--- src/rtl/cpu_clock_enable_gen.sv ---
// Programmable clock-enable generator: one-cycle ce pulse every cur_div+1 clocks, with run/halt/single-step.
// Optional macro CE_INPUT_SYNC_EN adds two-flop synchronizers on div/run/step and rising-edge detection of step.
module cpu_clock_enable_gen #(
    parameter int DIV_WIDTH   = 16,
    parameter int DEFAULT_DIV = 1,
    parameter int STEP_PULSES = 1
) (
    input  logic                 clk,
    input  logic                 reset,
    input  logic [DIV_WIDTH-1:0] div,
    input  logic                 run,
    input  logic                 step,
    output logic                 ce,
    output logic                 ce_phase,
    output logic [DIV_WIDTH-1:0] cur_div,
    output logic                 halted
);

    typedef enum logic [1:0] {
        ST_HALT = 2'd0,
        ST_RUN  = 2'd1,
        ST_STEP = 2'd2
    } state_t;

    localparam logic [DIV_WIDTH-1:0] DIV_ONE     = DIV_WIDTH'(1);
    localparam logic [DIV_WIDTH-1:0] DIV_DEFAULT = DIV_WIDTH'(DEFAULT_DIV);
    localparam logic [3:0]           STEP_LOAD   = 4'(STEP_PULSES);

    logic [DIV_WIDTH-1:0] div_in;
    logic                 run_in;
    logic                 step_req;

`ifdef CE_INPUT_SYNC_EN
    // div is synchronized bitwise; it is only consumed at period boundaries,
    // so a transiently skewed value is tolerated as long as div is held stable.
    logic [DIV_WIDTH-1:0] div_s1_q, div_s2_q;
    logic                 run_s1_q, run_s2_q;
    logic                 step_s1_q, step_s2_q, step_s3_q;

    always_ff @(posedge clk) begin
        if (reset) begin
            div_s1_q  <= '0;
            div_s2_q  <= '0;
            run_s1_q  <= 1'b0;
            run_s2_q  <= 1'b0;
            step_s1_q <= 1'b0;
            step_s2_q <= 1'b0;
            step_s3_q <= 1'b0;
        end else begin
            div_s1_q  <= div;
            div_s2_q  <= div_s1_q;
            run_s1_q  <= run;
            run_s2_q  <= run_s1_q;
            step_s1_q <= step;
            step_s2_q <= step_s1_q;
            step_s3_q <= step_s2_q;
        end
    end

    assign div_in   = div_s2_q;
    assign run_in   = run_s2_q;
    assign step_req = step_s2_q & ~step_s3_q;
`else
    assign div_in   = div;
    assign run_in   = run;
    assign step_req = step;
`endif

    state_t               state_q, state_d;
    logic [DIV_WIDTH-1:0] cnt_q, cnt_d;
    logic [DIV_WIDTH-1:0] cur_div_q, cur_div_d;
    logic [3:0]           step_cnt_q, step_cnt_d;
    logic                 ce_q, ce_d;
    logic                 phase_q, phase_d;
    logic                 tc;

    assign tc = (cnt_q == cur_div_q);

    always_comb begin
        state_d    = state_q;
        cnt_d      = cnt_q;
        cur_div_d  = cur_div_q;
        step_cnt_d = step_cnt_q;
        ce_d       = 1'b0;
        case (state_q)
            ST_HALT: begin
                // Counter parked at 0, so a new divisor may be taken at any time.
                cnt_d     = '0;
                cur_div_d = div_in;
                if (run_in) begin
                    state_d = ST_RUN;
                end else if (step_req) begin
                    state_d    = ST_STEP;
                    step_cnt_d = STEP_LOAD;
                end
            end
            ST_RUN: begin
                if (tc) begin
                    cnt_d     = '0;
                    cur_div_d = div_in;
                    ce_d      = 1'b1;
                    if (!run_in) begin
                        state_d = ST_HALT;
                    end
                end else begin
                    cnt_d = cnt_q + DIV_ONE;
                end
            end
            ST_STEP: begin
                if (tc) begin
                    cnt_d      = '0;
                    cur_div_d  = div_in;
                    ce_d       = 1'b1;
                    step_cnt_d = step_cnt_q - 4'd1;
                    if (run_in) begin
                        state_d    = ST_RUN;
                        step_cnt_d = '0;
                    end else if (step_cnt_q <= 4'd1) begin
                        state_d    = ST_HALT;
                        step_cnt_d = '0;
                    end
                end else begin
                    cnt_d = cnt_q + DIV_ONE;
                end
            end
            default: begin
                state_d = ST_HALT;
                cnt_d   = '0;
            end
        endcase
        phase_d = phase_q ^ ce_d;
    end

    always_ff @(posedge clk) begin
        if (reset) begin
            state_q    <= ST_HALT;
            cnt_q      <= '0;
            cur_div_q  <= DIV_DEFAULT;
            step_cnt_q <= '0;
            ce_q       <= 1'b0;
            phase_q    <= 1'b0;
        end else begin
            state_q    <= state_d;
            cnt_q      <= cnt_d;
            cur_div_q  <= cur_div_d;
            step_cnt_q <= step_cnt_d;
            ce_q       <= ce_d;
            phase_q    <= phase_d;
        end
    end

    assign ce       = ce_q;
    assign ce_phase = phase_q;
    assign cur_div  = cur_div_q;
    assign halted   = (state_q == ST_HALT);

endmodule

--- config.mk ---
export PLATFORM = sky130hd
export DESIGN_NAME = cpu_clock_enable_gen
export DESIGN_NICKNAME = d
export VERILOG_FILES = /design/src/rtl/cpu_clock_enable_gen.sv
export SDC_FILE = /design/constraint.sdc
export NUM_CORES = 1
export LEC_CHECK = 0
export ABC_AREA = 0
export CORE_MARGIN = 2
export CORE_UTILIZATION = 30
export CTS_BUF_LIST = sky130_fd_sc_hd__clkbuf_4 sky130_fd_sc_hd__clkbuf_8 sky130_fd_sc_hd__clkbuf_16
export CTS_CLUSTER_DIAMETER = 60
export CTS_CLUSTER_SIZE = 10
export DETAILED_ROUTE_END_ITERATION = 16
export GPL_ROUTABILITY_DRIVEN = 0
export PLACE_DENSITY = 0.62
export SETUP_SLACK_MARGIN = 0.2
export SLEW_MARGIN = 5
export SYNTH_ARGS = -nofsm -noshare
export SYNTH_HDL_FRONTEND = slang
export SYNTH_SLANG_ARGS = --single-unit
--- constraint.sdc ---
create_clock -name clk -period 4.3 [get_ports clk]
set_clock_uncertainty 0.2 [all_clocks]
set_input_delay 1.29 -clock clk [delete_from_list [all_inputs] [get_ports clk]]
set_output_delay 1.29 -clock clk [all_outputs]
set_load 0.05 [all_outputs]
### Yosys cells after proc, flatten, opt, wreduce, memory -nomap -nowiden

Index checks and enable logic that the tools add are counted.

* register bits after elaboration: 40
* output and inout bits: 19
* logic and storage cells: 48

* add/subtract/negate cells: 2
* $lt $le $gt $ge: 1
* equal/unequal tests: 11
* mux-type cells: 18
* bitwise logic cells: 2
* reductions and logical operators: 8

Operator list (count)
* $pmux 16 s2: 1
* $mux 4: 5
* $add 16x1->16 const B: 1
* $eq 16x16->1: 1
* $mux 16: 1
* $mux 2: 7
* $ne 2x2->1 const B: 5
* $pmux 4 s2: 1
* $ne 3x3->1 const B: 2
* $pmux 2 s3: 1
* $reduce_and 5->1: 1
* $le 4x1->1 const B: 1
* $reduce_and 4->1: 1
* $reduce_bool 2->1: 2
* $sub 4x1->4 const B: 1
* $reduce_or 3->1: 1
* $eq 2x1->1 const B: 1
* $eq 2x2->1 const B: 1
* $logic_not 2->1: 1
* $mux 1: 2
* $ne 2x1->1 const B: 1
* $reduce_and 2->1: 1
* $reduce_or 2->1: 1
* $not 1->1: 1
* $xor 1x1->1: 1

### Logic depth before layout (Yosys ltp)

Gate-level depths: netlist of the first run.

* depth after elaboration: 5
* gate-level depth with buffers: 7
* gate-level depth less buffers: 7

### Worst setup path after synthesis of the first run

Ideal clock, no wire load.

* kind: in2reg
* start: input step
* end: register step_cnt_q[0]
* library setup time: 71 ps
* arrival: 2276 ps
* data required time: 4029 ps
* setup slack: 1753 ps
* stages on the path: 5
* buffers on the path: 0
* cells stage by stage: nor2b_1 mux2i_1 or4_1 o22a_1 a21oi_1

* longest elaborated chain between the ends: 2

Ends and longest elaborated chain
* start, declared: line 12 `input logic step,`
* $ne 2x2->1 (no line)
* $reduce_and 4->1 (no line)
* end signal, assigned: line 146 `step_cnt_q <= step_cnt_d;`
* end, declared: line 72 `logic [3:0] step_cnt_q, step_cnt_d;`

Every way passes these cells.
A chain may end at the register's enable or synchronous reset.

### Worst setup path in the final report of the first run

* start: register state_q[0]
* end: output halted

* longest elaborated chain between the ends: 1

Ends and longest elaborated chain
* start, declared: line 69 `state_t state_q, state_d;`
* start signal, assigned: line 143 `state_q <= state_d;`
* $logic_not 2->1: line 155 `assign halted = (state_q == ST_HALT);`
* end, declared: line 16 `output logic halted`

Every way passes these cells.

==> metrics, run 1 <==
post-cts sizing count=0; clock buffer count from CTS=5; first-pass GRT wire length=6.996 mm; post-synthesis area per instance=9.055 um^2; Reg power frac=34.4%; Setup crit start=state_q[0]$_SDFFE_PP0P_; crit path time final=3235 ps; vias in the first global route=1558; postcts setup bufs=0; largest net degree at the start of global routing=44; gr usage total=11.86%; cell-internal power=842.1 uW; initial core utilization=30.73%; Synth Register Bits=40; I/O pins=39; RSZ-0062 raised after global routing=no; Sw Pwr=631.0 uW; GR Layer Usage met1=14.95%; average vias per placed instance=4.666; area occupied by multi-input gates=0.001181 mm^2; remaining antenna violation count=0; DR vias=1619; Hold Fails Final Rpt=0; Worst Hold Launch=ce_phase$_SDFF_PP0_; initial detailed-routing violation count=25; synthesized instance count=228; switching part of the total=42.83%; Worst Setup EP=halted; Antenna Cells=0; actual slew at the worst max-slew pin=849.3 ps; r2r startpoint=cur_div[15]$_SDFFE_PP0P_; post-layout util=38.81%; P_leak=1.005 nW; Final setup viols=0; reg2reg end=cur_div[10]$_SDFFE_PP0P_; worst hold slack=295.5 ps; Final nets=292; H-tree Lvls=2; die area=0.007561 mm^2; initial antenna violation count=0; WP data required=2810 ps; worst hold path class=flop to flop; DIE WIDTH=86.96 um; Layout fillers=696; post-DP HPWL=2.950 mm; # DRC=0; Hold Buf Count CTS=0; Post-Layout Cell Count=347; syn_nets=254; sequential share of the synthesized area=38.79%; PwrDens=564.9 mW/mm^2; Final Worst Setup Slack=1065 ps; final wirelength=4.105 mm; Core ar.=0.006719 mm^2; setup TNS=0 ps; R2R cell count=5; fmax=309.1 MHz; DRT Pass-1 Iters=4; CTS tree=built; critical path peak fanout=4; Area Overhead vs Synth=26.30%; layout cells sized above 1=4.869%; critical path launch point type=flop; Cells after DPL=339; R2R Setup Slk=1640 ps; gr busiest metal=met2; status=finished, final reports clean; combinational share of power=48.3%; max-cap viol count=0; clock latency on the worst-skew pair=290 ps; Vert. Die Dim=86.96 um; Rel. slew slack=42.66%; Max clock buf depth=2; DR WL/cell=11.83 um; Reg area=800.8 um^2; met2 Usage GRT=18.81%; clk sinks=40; root buffer cell=clkbuf_8; DP Worst Slack=1103 ps; final worst path period share=75.23%; grt met3 use=3.981%; site row count=30; Congestion Overflow GR=0; Reg clk slew, reported paths=70 ps; Max VDD drop=273.1 uV; WP data arrival=1740 ps; crit end category=output port; Slew Viols, Final=0; yosys warns=0; CP Class=flop to output port; Port Buffers=38; post-synth cell types=36; Mapped Area=0.002064 mm^2; clock power share=17.3%
==> cell usage after synthesis <==
master / count / area share, %
or3_1: 2 / 0.61
nor2_1: 25 / 4.5
nor2b_1: 1 / 0.30
mux2_2: 1 / 0.55
a31oi_1: 1 / 0.30
mux2_1: 1 / 0.55
nand3b_1: 1 / 0.36
o32a_1: 1 / 0.48
o21ai_0: 5 / 1.2
nor3_1: 6 / 1.5
a41oi_1: 1 / 0.42
o31ai_1: 1 / 0.36
nor4_2: 3 / 1.8
xor2_1: 22 / 9.3
clkbuf_1: 4 / 0.73
mux2i_1: 18 / 8.7
nor3b_1: 1 / 0.36
or4_1: 3 / 1.1
ha_1: 6 / 3.6
o311ai_0: 1 / 0.42
xnor2_1: 8 / 3.4
nand4_1: 2 / 0.61
dfxtp_1: 40 / 39
inv_1: 12 / 2.2
nand2_1: 6 / 1.1
o211ai_1: 1 / 0.36
buf_2: 3 / 0.73
o22a_1: 2 / 0.85
buf_4: 1 / 0.36
a21oi_1: 4 / 0.97
nor4_1: 2 / 0.61
and3_1: 2 / 0.61
a211oi_1: 1 / 0.36
and4_1: 1 / 0.42
nand3_1: 7 / 1.7
nand2b_1: 32 / 9.7
==> flip-flops by register name, indices dropped and copies added (netlist names) <==
signal and cells:
ce 1, state_q 2, step_cnt_q 4, cur_div 16
ce_phase 1, cnt_q 16
==> cell usage in the layout, fill, tap and decap left out, drive strengths merged, types with 3 or more instances in the layout <==
cell type / synthesis / routed
nand3: 7 / 7
nor4: 5 / 5
a21oi: 4 / 4
inv: 12 / 12
nand2: 6 / 6
clkbuf: 4 / 6
nor2: 25 / 25
nand2b: 32 / 32
nor3: 6 / 6
clkdlybuf4s50: 0 / 38
xnor2: 8 / 8
or4: 3 / 3
dfxtp: 40 / 40
mux2i: 18 / 18
xor2: 22 / 22
ha: 6 / 6
o21ai: 5 / 5
==> through the flow <==
step	area [um^2]	total power [mW]
2_1_floorplan	2064	1.034
3_3_place_gp	2515	1.228
3_5_place_dp	2515	1.232
4_1_cts	2608	1.497
5_1_grt	2608	1.570
6_report	2608	1.473
==> cell type report <==
class                           instances  share of cell area, %
Clock inverter                          2                 0.3839
Sequential cell                        40                  30.71
Clock buffer                            6                  3.167
Tap cell                               80                  3.839
Inverter                               12                  1.727
Multi-Input combinational cell        168                  45.30
Timing Repair Buffer                   39                  14.88
==> metal layers <==
metal | share of wire, % | up-vias | routed length, um
met2 | 45 | 31 | 1858
met1 | 50 | 747 | 2033
met3 | 4.3 | 2 | 178
met4 | 0.83 | 0 | 34
li1 | - | 839 | -
met5 | 0 | - | 0
==> power by group through the flow <==
stage / registers [mW] / logic (mW) / clock network, mW
floorplan: 0.690 / 0.344 / 0
global placement: 0.515 / 0.712 / 0
detailed placement: 0.516 / 0.716 / 0
CTS: 0.508 / 0.719 / 0.270
global route: 0.517 / 0.765 / 0.287
finish: 0.507 / 0.711 / 0.255
==> worst min-delay path by stage <==
stage | cells past startpoint | to
2_1_floorplan | 2 | step_cnt_q[1]$_SDFFE_PP0P_
5_1_grt | 2 | step_cnt_q[1]$_SDFFE_PP0P_
3_5_place_dp | 2 | step_cnt_q[1]$_SDFFE_PP0P_
6_report | 2 | ce_phase$_SDFF_PP0_
4_1_cts | 2 | step_cnt_q[1]$_SDFFE_PP0P_
3_3_place_gp | 2 | ce_phase$_SDFF_PP0_
==> critical path, cell delays in order (launching register included) <==
cell and delay (ps):
dfxtp_1 320, inv_1 90, ha_1 220, clkdlybuf4s50_1 820
==> logic make-up after synthesis <==
logic type               share of synthesized area, %
buffers and inverters                           4.000
multiplexers                                    9.818
AND/OR/NAND/NOR                                 25.27
AO/OA/AOI/OAI                                   5.758
flip-flops                                      38.79
XOR/XNOR                                        12.73
adder cells (fa/ha/maj)                         3.636
No activity file was read; power rests on OpenSTA's default activity.
==> inputs of run 2 (changes only) <==
--- a/config.mk
+++ b/config.mk
@@ -13,7 +13,7 @@
 export CTS_CLUSTER_SIZE = 10
 export DETAILED_ROUTE_END_ITERATION = 16
 export GPL_ROUTABILITY_DRIVEN = 0
-export PLACE_DENSITY = 0.62
+export PLACE_DENSITY = 0.64
 export SETUP_SLACK_MARGIN = 0.2
 export SLEW_MARGIN = 5
 export SYNTH_ARGS = -nofsm -noshare
==> constraint.sdc (replaced) <==
create_clock -name clk -period 2.9 [get_ports clk]
set_clock_uncertainty 0.2 [all_clocks]
set_input_delay 0.87 -clock clk [delete_from_list [all_inputs] [get_ports clk]]
set_output_delay 0.87 -clock clk [all_outputs]
set_load 0.05 [all_outputs]
==> metrics, run 2 (same netlist as run 1, synthesis figures left out) <==
status=finished, final reports clean; Slew Viols, Final=0 (unchanged); DIE WIDTH=86.96 um (unchanged); final wirelength=4.061 mm (-1.1%); Cells after DPL=342 (+0.88%); commonest non-fill, non-tap cell in the layout=dfxtp_1; Post-Layout Cell Count=349 (+0.58%); most frequent cells in the layout=40 x dfxtp_1, 37 x clkdlybuf4s50_1, 32 x nand2b_1; Core ar.=0.006719 mm^2 (unchanged); Area Overhead vs Synth=26.73%; crit path time final=2585 ps; WP data required=1830 ps (-980 ps); actual slew at the worst max-slew pin=947.5 ps (+98.16 ps); setup TNS=0 ps (unchanged); Rel. slew slack=36.03% (-6.6 points); site row count=30 (unchanged); CP Class=flop to output port; DR WL/cell=11.64 um (-1.6%); Max clock buf depth=2 (unchanged); Congestion Overflow GR=0 (unchanged); DP Worst Slack=108.5 ps (-994.7 ps); Hold Buf Count CTS=0 (unchanged); vias in the first global route=1605 (+3.0%); largest net degree at the start of global routing=25 (-43%); crit-path max cell delay=830 ps (about the same); WP data arrival=1520 ps (-220 ps); initial core utilization=30.73% (unchanged); critical path launch point type=flop; initial antenna violation count=0 (unchanged); WL met1=1.970 mm (-3.1%); Max VDD drop=368.4 uV (+35%); max-cap viol count=0 (unchanged); worst hold path class=flop to flop; critical path peak fanout=3 (-1); worst hold slack=294.6 ps (-0.9150 ps); met2 routed WL=1.882 mm (+1.3%); Reg power frac=34.7% (+0.3 points); Slowest cell on crit path=clkdlybuf4s50_1; Reg clk slew, reported paths=80 ps (about the same); Hold Fails Final Rpt=0 (unchanged); Final setup viols=0 (unchanged); combinational share of power=49.1% (+0.8 points); CP bufs+invs=1 (-1); DR vias=1615 (-0.25%); switching part of the total=43.14% (+0.30 points); Final nets=295 (+1.0%); Max Used Layer=met4; Antenna Cells=0 (unchanged); post-cts sizing count=0 (unchanged); crit end category=output port; clk sinks=40 (unchanged); H-tree Lvls=2 (unchanged); root buffer cell=clkbuf_8; r2r startpoint=step_cnt_q[0]$_SDFFE_PP0P_; initial detailed-routing violation count=35 (+40%); Setup crit start=cur_div[4]$_SDFFE_PP0P_; clock latency on the worst-skew pair=280 ps (about the same); P_leak=1.008 nW (+0.27%); I/O pins=39 (unchanged); Final Worst Setup Slack=314.6 ps (-750.5 ps); first-pass GRT wire length=7.051 mm (+0.79%); PwrDens=825.5 mW/mm^2 (+46%); gr usage total=11.64% (-0.22 points); DRT Pass-1 Iters=4 (unchanged); remaining antenna violation count=0 (unchanged); clock power share=16.2% (-1.1 points); cell-internal power=1.228 mW (+46%); postcts setup bufs=0 (unchanged); post-DP HPWL=3.007 mm (+1.9%); CTS tree=built; die area=0.007561 mm^2 (unchanged); final worst path period share=89.15%; CP top delay family=buffers and inverters; clock buffer count from CTS=5 (unchanged); Worst Hold Launch=ce_phase$_SDFF_PP0_; average vias per placed instance=4.628 (-0.82%); Port Buffers=38 (unchanged); metal3 WL=173 um (-2.8%); Sw Pwr=931.6 uW (+48%); RSZ-0062 raised after global routing=no; # DRC=0 (unchanged); fmax=386.8 MHz; layout cells sized above 1=5.948% (+1.1 points); Vert. Die Dim=86.96 um (unchanged); crit-path cells=clkdlybuf4s50_1
## run 2: cell count changes in the layout (fill, tap and decap cells not counted)
| cell | change |
|---|---|
| clkinv_2 | -1 |
| clkbuf_8 | -1 |
| buf_4 | +4 |
| clkdlybuf4s50_1 | -1 |
| clkinvlp_4 | +1 |
## run 2: layout make-up
class / count / area (um^2)
Sequential cell: 40 / 800.8
Timing Repair Buffer: 42 / 407.9
Inverter: 12 / 45.04
Tap cell: 80 / 100.1
Clock buffer: 5 / 68.82
Multi-Input combinational cell: 168 / 1181
Clock inverter: 2 / 12.51
Fill cell: 686 / 4103
## run 2: worst paths after layout
path,end,slack [ps],cells after the start
max,cur_div[4],310,1
min,ce_phase$_SDFF_PP0_,290,2
max reg2reg,state_q[0]$_SDFFE_PP0P_,500,7
min reg2reg,ce_phase$_SDFF_PP0_,290,2
## run 2: routing by layer
metal  up-vias  global-route usage [%]
met5         -                       0
met4         0                   3.835
met3         5                   2.559
met2        34                   19.85
met1       727                   14.49
li1        849                       -
## run 2: worst min-delay path, stage by stage (launching register included)
cell     delay (ps)
dfxtp_1         320
o21ai_0          70
a21oi_1          60
## run 2: power groups by stage
stage	Sequential [mW]	Clock (mW)	Combinational, mW
after floorplan	1.02	0	0.510
after global placement	0.765	0	1.06
after detailed placement	0.764	0	1.07
after CTS	0.753	0.370	1.08
after global routing	0.768	0.391	1.15
final	0.750	0.350	1.06
## run 2: stage by stage
stage	total power [mW]	cell area, um^2	utilization [%]
floorplan	1.533	2064	-
global placement	1.827	2535	37.73
detailed placement	1.835	2535	37.73
CTS	2.200	2616	38.94
global route	2.304	2616	38.94
finish	2.160	2616	38.94
